==> src/rtl/set_multi.sv <==
// set_multi: generalised circle-set candidate counter.
// Loads NCIRC circles, scans every grid point (1..GRID)^2, tests membership
// in each circle one (point, circle) pair per cycle, and counts the points
// whose masked membership vector satisfies the selected set operation.
module set_multi #(
  parameter int NCIRC = 4,
  parameter int GRID  = 8,
  parameter int CW    = 4,
  parameter int KW    = 3,
  parameter int CNT_W = 7
) (
  input  logic                    clk,
  input  logic                    rst,
  input  logic                    en,
  input  logic [NCIRC*2*CW-1:0]   central,
  input  logic [NCIRC*CW-1:0]     radius,
  input  logic [1:0]              mode,
  input  logic [NCIRC-1:0]        mask,
  input  logic [KW-1:0]           k,
  output logic                    busy,
  output logic                    valid,
  output logic [CNT_W-1:0]        candidate
);

  localparam int CIW = (NCIRC > 1) ? $clog2(NCIRC) : 1;
  localparam int SW  = 2 * CW + 3;

  typedef enum logic [1:0] {IDLE = 2'd0, SCAN = 2'd1, DONE = 2'd2} state_t;

  state_t state, state_nxt;

  logic [NCIRC*2*CW-1:0] central_q;
  logic [NCIRC*CW-1:0]   radius_q;
  logic [1:0]            mode_q;
  logic [NCIRC-1:0]      mask_q;
  logic [KW-1:0]         k_q;

  logic [CW-1:0]         px, py;
  logic [CIW-1:0]        ci;
  logic [NCIRC-1:0]      hit_q;

  logic [CW-1:0]         cx [NCIRC];
  logic [CW-1:0]         cy [NCIRC];
  logic [CW-1:0]         cr [NCIRC];

  logic [SW-1:0]         sum;
  logic [2*CW-1:0]       rr;
  logic                  hit;
  logic [NCIRC-1:0]      v_raw, v;
  logic                  last_ci, last_pair, accept, match;

  // Squared distance along one axis; the difference needs a sign bit, the
  // square is never negative so it is returned as an unsigned value.
  function automatic logic [2*CW+1:0] sq_diff(input logic [CW-1:0] p,
                                               input logic [CW-1:0] c);
    logic signed [CW:0]     d;
    logic signed [2*CW+1:0] d2;
    d  = $signed({1'b0, p}) - $signed({1'b0, c});
    d2 = d * d;
    return d2;
  endfunction

  function automatic logic [KW-1:0] popcount(input logic [NCIRC-1:0] bits);
    logic [KW-1:0] cnt;
    cnt = '0;
    for (int i = 0; i < NCIRC; i++) cnt = cnt + KW'(bits[i]);
    return cnt;
  endfunction

  // Set-operation test on the masked vector; an empty mask never counts.
  function automatic logic set_match(input logic [NCIRC-1:0] vec,
                                     input logic [NCIRC-1:0] msk,
                                     input logic [1:0]       md,
                                     input logic [KW-1:0]    kk);
    logic ok;
    case (md)
      2'b00:   ok = (vec == msk);
      2'b01:   ok = |vec;
      2'b10:   ok = ^vec;
      default: ok = (popcount(vec) == kk);
    endcase
    return ok & (|msk);
  endfunction

  for (genvar g = 0; g < NCIRC; g++) begin : g_unpack
    assign cx[g] = central_q[(NCIRC-g)*2*CW-1 -: CW];
    assign cy[g] = central_q[(NCIRC-g)*2*CW-CW-1 -: CW];
    assign cr[g] = radius_q[(NCIRC-g)*CW-1 -: CW];
  end

  assign accept    = (state == IDLE) && en;
  assign last_ci   = (ci == CIW'(NCIRC - 1));
  assign last_pair = last_ci && (px == CW'(GRID)) && (py == CW'(GRID));

  // Membership test for the current (point, circle) pair.
  always_comb begin
    sum = {1'b0, sq_diff(px, cx[ci])} + {1'b0, sq_diff(py, cy[ci])};
    rr  = cr[ci] * cr[ci];
    hit = (sum <= {3'b000, rr});
  end

  // Membership vector: stored hits for earlier circles, live hit for this one.
  always_comb begin
    v_raw = '0;
    for (int i = 0; i < NCIRC; i++) v_raw[i] = (CIW'(i) == ci) ? hit : hit_q[i];
    v     = v_raw & mask_q;
    match = set_match(v, mask_q, mode_q, k_q);
  end

  // State register.
  always_ff @(posedge clk or negedge rst) begin
    if (!rst) state <= IDLE;
    else      state <= state_nxt;
  end

  // Next-state logic.
  always_comb begin
    state_nxt = state;
    case (state)
      IDLE:    if (en) state_nxt = SCAN;
      SCAN:    if (last_pair) state_nxt = DONE;
      DONE:    state_nxt = IDLE;
      default: state_nxt = IDLE;
    endcase
  end

  // Status outputs decoded from state.
  always_comb begin
    busy  = (state == SCAN);
    valid = (state == DONE);
  end

  // Configuration capture at the accept edge only.
  always_ff @(posedge clk or negedge rst) begin
    if (!rst) begin
      central_q <= '0;
      radius_q  <= '0;
      mode_q    <= '0;
      mask_q    <= '0;
      k_q       <= '0;
    end else if (accept) begin
      central_q <= central;
      radius_q  <= radius;
      mode_q    <= mode;
      mask_q    <= mask;
      k_q       <= k;
    end
  end

  // Scan counters, hit vector and candidate accumulation.
  always_ff @(posedge clk or negedge rst) begin
    if (!rst) begin
      px        <= '0;
      py        <= '0;
      ci        <= '0;
      hit_q     <= '0;
      candidate <= '0;
    end else if (accept) begin
      px        <= CW'(1);
      py        <= CW'(1);
      ci        <= '0;
      hit_q     <= '0;
      candidate <= '0;
    end else if (state == SCAN) begin
      hit_q[ci] <= hit;
      if (last_ci) begin
        ci <= '0;
        if (match) candidate <= candidate + CNT_W'(1);
        if (px == CW'(GRID)) begin
          px <= CW'(1);
          py <= py + CW'(1);
        end else begin
          px <= px + CW'(1);
        end
      end else begin
        ci <= ci + CIW'(1);
      end
    end
  end

endmodule

==> config.mk <==
export PLATFORM = sky130hd
export DESIGN_NAME = set_multi
export DESIGN_NICKNAME = d
export VERILOG_FILES = /design/src/rtl/set_multi.sv
export SDC_FILE = /design/constraint.sdc
export NUM_CORES = 1
export LEC_CHECK = 0
export CORE_AREA = 2 2 139 101
export DETAILED_ROUTE_END_ITERATION = 8
export DIE_AREA = 0 0 141 103
export HOLD_SLACK_MARGIN = 0.12
export PLACE_DENSITY_LB_ADDON = 0.05
export SLEW_MARGIN = 25
export SYNTH_ARGS = -nofsm -noshare
export SYNTH_HDL_FRONTEND = slang
export SYNTH_SLANG_ARGS = --single-unit
==> constraint.sdc <==
create_clock -name clk -period 11.13 [get_ports clk]
set_clock_uncertainty 0.1 [all_clocks]
set_input_delay 1.113 -clock clk [delete_from_list [all_inputs] [get_ports clk]]
set_output_delay 1.113 -clock clk [all_outputs]
set_load 0.01 [all_outputs]
==> run summary <==
The run finished with clean final reports. Data on the critical path arrives at its endpoint at 9890 ps. The final hold violation count is 0, and the count of boundary I/O pins is 69. The tools report the number of global-route vias before repair as 5,028. Among all stages on the critical path, the largest delay is contributed by sky130_fd_sc_hd__dfrtp_1. In this run the tool buffered the top-level ports with 68 buffer cells. Once placement finished, the instance area stood at 0.00732 sq mm. On the worst path, the slowest cell contributes a delay of 690 ps. 0 antenna diodes ended up in the layout. Entering global routing, the biggest net connects 81 pins.

The total number of nets in the final design is 931, and the maximum clock rate is 102 MHz. The transition at the pin with the smallest max-transition slack was 735 ps; the placer congestion estimate was 0.850. The tools report the area of the core as 0.0134 sq mm. Summed over all layers, the routed wires come to 13,700 um. The worst setup path is launched from a flip-flop. Number of cells on the worst reg-to-reg path: 35. The synthesized netlist contains 63 unique library cells. Across the run, the number of max-cap violations was 0. End point of the critical path: candidate[0]$_DFFE_PN0P_.

The tools report the number of rows created at floorplan as 36. The sequential share of the synthesized area came out at 0.310. The aggregate global-route resource usage is 0.207, and the average via count per standard cell is 5.06. The fraction of layout cells with a size suffix above 1 was 0.0693; the flip-flop and latch count after synthesis was 80.

For the total congestion overflow after global routing, the log shows 0. The dominant register cell in the synthesized netlist is sky130_fd_sc_hd__dfrtp_1. The global-route wire length before repair came out at 23,900 um. The cell area that synthesis handed to floorplanning was 0.00646 sq mm. The synthesis warning total is 0, and the setup slack on the worst flop-to-flop path is 1360 ps. The worst register-to-register path begins at ci[0]$_DFFE_PN0P_. The clock-pin transition on the worst setup and hold timing paths works out to 70 ps.

The tree built by TritonCTS fans out to 80 sinks. VDD sags by at most 0.0655 mV. The first detailed-routing pass ran for 4 iterations.

After routing the design area is 0.00764 sq mm. The share of the cycle needed by the critical path after routing was 0.877; the async set-or-reset flop fraction in the synthesized netlist was 1.00. CTS placed an instance of sky130_fd_sc_hd__clkbuf_16 at the clock tree root. The die covers 0.0145 sq mm. In the final routed layout, each cell accounts on average for 14.4 um. Detailed placement finished with a half-perimeter wire length of 10,500 um.

For the number of H-tree levels, the log shows 3. DRC marker count from the first detailed-route iteration: 183. The relative max-transition margin is 0.510. The total negative setup slack came out at 0 ps.

The clock passes through at most 2 buffers. The run gives 0 as the count of pins over their slew limit. TritonCTS built the clock tree. Relative to the synthesized area, the layout overhead comes to 18.2%.

The clock insertion delay at the later pin of the skew report is 340 ps, and the highest fanout seen on the critical path is 10. The detail route stage leaves a number of antenna-violating nets equal to 0. The cell count after synthesis came out at 708.

Among the stages of the critical path, the cell type that occurs most often is sky130_fd_sc_hd__fa_1. Once the clock tree was built, the resizer swapped 0 gates to a different size. The worst register-to-register path ends at candidate[0]$_DFFE_PN0P_. Class of the tightest hold or removal check: reg2reg. Counting the buffers created by CTS gives 9. The number of antenna violations at the first check in global routing was 0; the leakage component of the power was 3.89 nW.

For the worst setup path, the data required time is 11,260 ps. The logs give 1,227 for the filler cell count and 0.483 for the starting density of the core. Measured along the x axis, the die boundary spans 141 um. The total via count after detailed routing came out at 4,807. The worst setup path is captured at a flip-flop.

The tools report the number of setup buffers added after CTS as 0. The tools report the remaining routing DRC violations as 0. The category of the critical setup timing path is reg2reg.

The post-layout minimum cycle time came out at 9770 ps. The power density normalized to cell area is 83.9 mW/mm^2, and the number of failing setup endpoints in the final timing report is 0. The hold-fix buffer count after cts was 0. Number of enable flip-flop cells after synthesis: 0. Setup repair after global routing left no endpoint under its margin. From bottom edge to top edge, the die measures 103 um. The synthesized area divided by synthesized cell count works out to 9.12 sq um.

The most critical setup path has its startpoint at ci[0]$_DFFE_PN0P_.
-- placed cells by master (no fill, tap or decap), types with 12 or more instances in the layout --
master and instances:
sky130_fd_sc_hd__and2_1 15, sky130_fd_sc_hd__xnor2_1 25, sky130_fd_sc_hd__a21oi_1 22, sky130_fd_sc_hd__dfrtp_1 80
sky130_fd_sc_hd__fa_1 33, sky130_fd_sc_hd__inv_1 75, sky130_fd_sc_hd__a21o_1 14, sky130_fd_sc_hd__xor2_1 12
sky130_fd_sc_hd__ha_1 64, sky130_fd_sc_hd__clkdlybuf4s50_1 67, sky130_fd_sc_hd__mux4_2 12, sky130_fd_sc_hd__nor2_1 26
sky130_fd_sc_hd__nand2_1 203
-- worst max-delay path, delay by kind of cell, from the launching register on --
kind	cells	cell delay, ps
muxes	3	1080
adders and majority gates	9	3610
AOI/OAI and AO/OA	10	1960
buffers and inverters	4	320
DFF	1	690
xor gates and xnor gates	3	700
and+or+nand+nor	6	1190
-- flip-flops by register name, summed over array words and instances, names as in the netlist --
register / cells
mask_q: 4
hit_q: 4
k_q: 3
cr: 16
px: 4
state: 2
central_q: 32
py: 4
ci: 2
candidate: 7
mode_q: 2
-- how the worst min path moves through the flow --
stage / startpoint / to / slack, ps / cells after the start
floorplan: central_q[10]$_DFFE_PN0P_ / central_q[10]$_DFFE_PN0P_ / 340 / 2
global placement: central_q[12]$_DFFE_PN0P_ / central_q[12]$_DFFE_PN0P_ / 350 / 2
detailed placement: central_q[20]$_DFFE_PN0P_ / central_q[20]$_DFFE_PN0P_ / 360 / 2
CTS: cr[11]$_DFFE_PN0P_ / cr[11]$_DFFE_PN0P_ / 380 / 2
global route: cr[15]$_DFFE_PN0P_ / cr[15]$_DFFE_PN0P_ / 380 / 2
finish: cr[11]$_DFFE_PN0P_ / cr[11]$_DFFE_PN0P_ / 370 / 2
-- layer usage --
layer,up-vias,global-route usage,wire (um)
li1,2446,-,-
met1,2285,0.290,7130
met2,65,0.343,6060
met3,11,0.0362,418
met4,0,0.0415,103
met5,-,0,0
-- synthesized netlist by cell type, types with 4 or more instances --
cell                       count  area [sq um]
sky130_fd_sc_hd__clkbuf_1      7          26.3
sky130_fd_sc_hd__nor3_1        5          25.0
sky130_fd_sc_hd__nor2b_1       5          31.3
sky130_fd_sc_hd__a21oi_1      22           110
sky130_fd_sc_hd__o21bai_1      5          37.5
sky130_fd_sc_hd__nand3_1       9          45.0
sky130_fd_sc_hd__dfrtp_1      80          2000
sky130_fd_sc_hd__xnor2_1      25           219
sky130_fd_sc_hd__nor2_1       26          97.6
sky130_fd_sc_hd__inv_1        75           282
sky130_fd_sc_hd__fa_1         33           661
sky130_fd_sc_hd__o41ai_1       4          35.0
sky130_fd_sc_hd__and2_1       16           100
sky130_fd_sc_hd__o21ai_0       8          40.0
sky130_fd_sc_hd__nand2b_1      9          56.3
sky130_fd_sc_hd__buf_1        12          45.0
sky130_fd_sc_hd__mux4_2       12           270
sky130_fd_sc_hd__a21o_1       14           105
sky130_fd_sc_hd__xor2_1       12           105
sky130_fd_sc_hd__ha_1         64           801
sky130_fd_sc_hd__nand2_1     204           766
-- per-stage QoR --
stage	cells	setup WS [ps]	utilization	hold WS (ps)	power (mW)
after floorplan	711	1710	-	340	0.306
after global placement	934	1550	0.547	355	0.334
after detailed placement	934	1340	0.547	359	0.335
after CTS	950	1270	0.571	376	0.649
after global routing	950	586	0.571	383	0.663
final	950	1360	0.571	371	0.641
-- kinds of logic (layout without fill, tap and decap cells) --
family          count (synthesis)  count (layout)  share of synthesized area
xor+xnor                       37              37                     0.0502
buf+inv                        96             164                     0.0560
fa+ha+maj                      97              97                      0.226
flops                          80              80                      0.310
compound gates                 87              87                      0.110
simple gates                  295             295                      0.199
other cells                     1               4                   0.000581
mux                            15              15                     0.0473
-- where the power goes --
| part | total [mW] | internal [mW] | switching, mW |
|---|---|---|---|
| logic | 0.0351 | 0.0218 | 0.0133 |
| registers | 0.294 | 0.293 | 0.00130 |
| clock network | 0.312 | 0.188 | 0.124 |
| total | 0.641 | 0.502 | 0.139 |
-- layout make-up --
cell class                      instances  area (sq um)  share of cell area
Multi-Input combinational cell        535          4110               0.538
Sequential cell                        80          2000               0.262
Timing Repair Buffer                   72           712              0.0932
Inverter                               76           285              0.0373
Clock buffer                           11           253              0.0331
Tap cell                              171           214              0.0280
Clock inverter                          5          61.3             0.00803
Power figures use the tool's default switching activity.
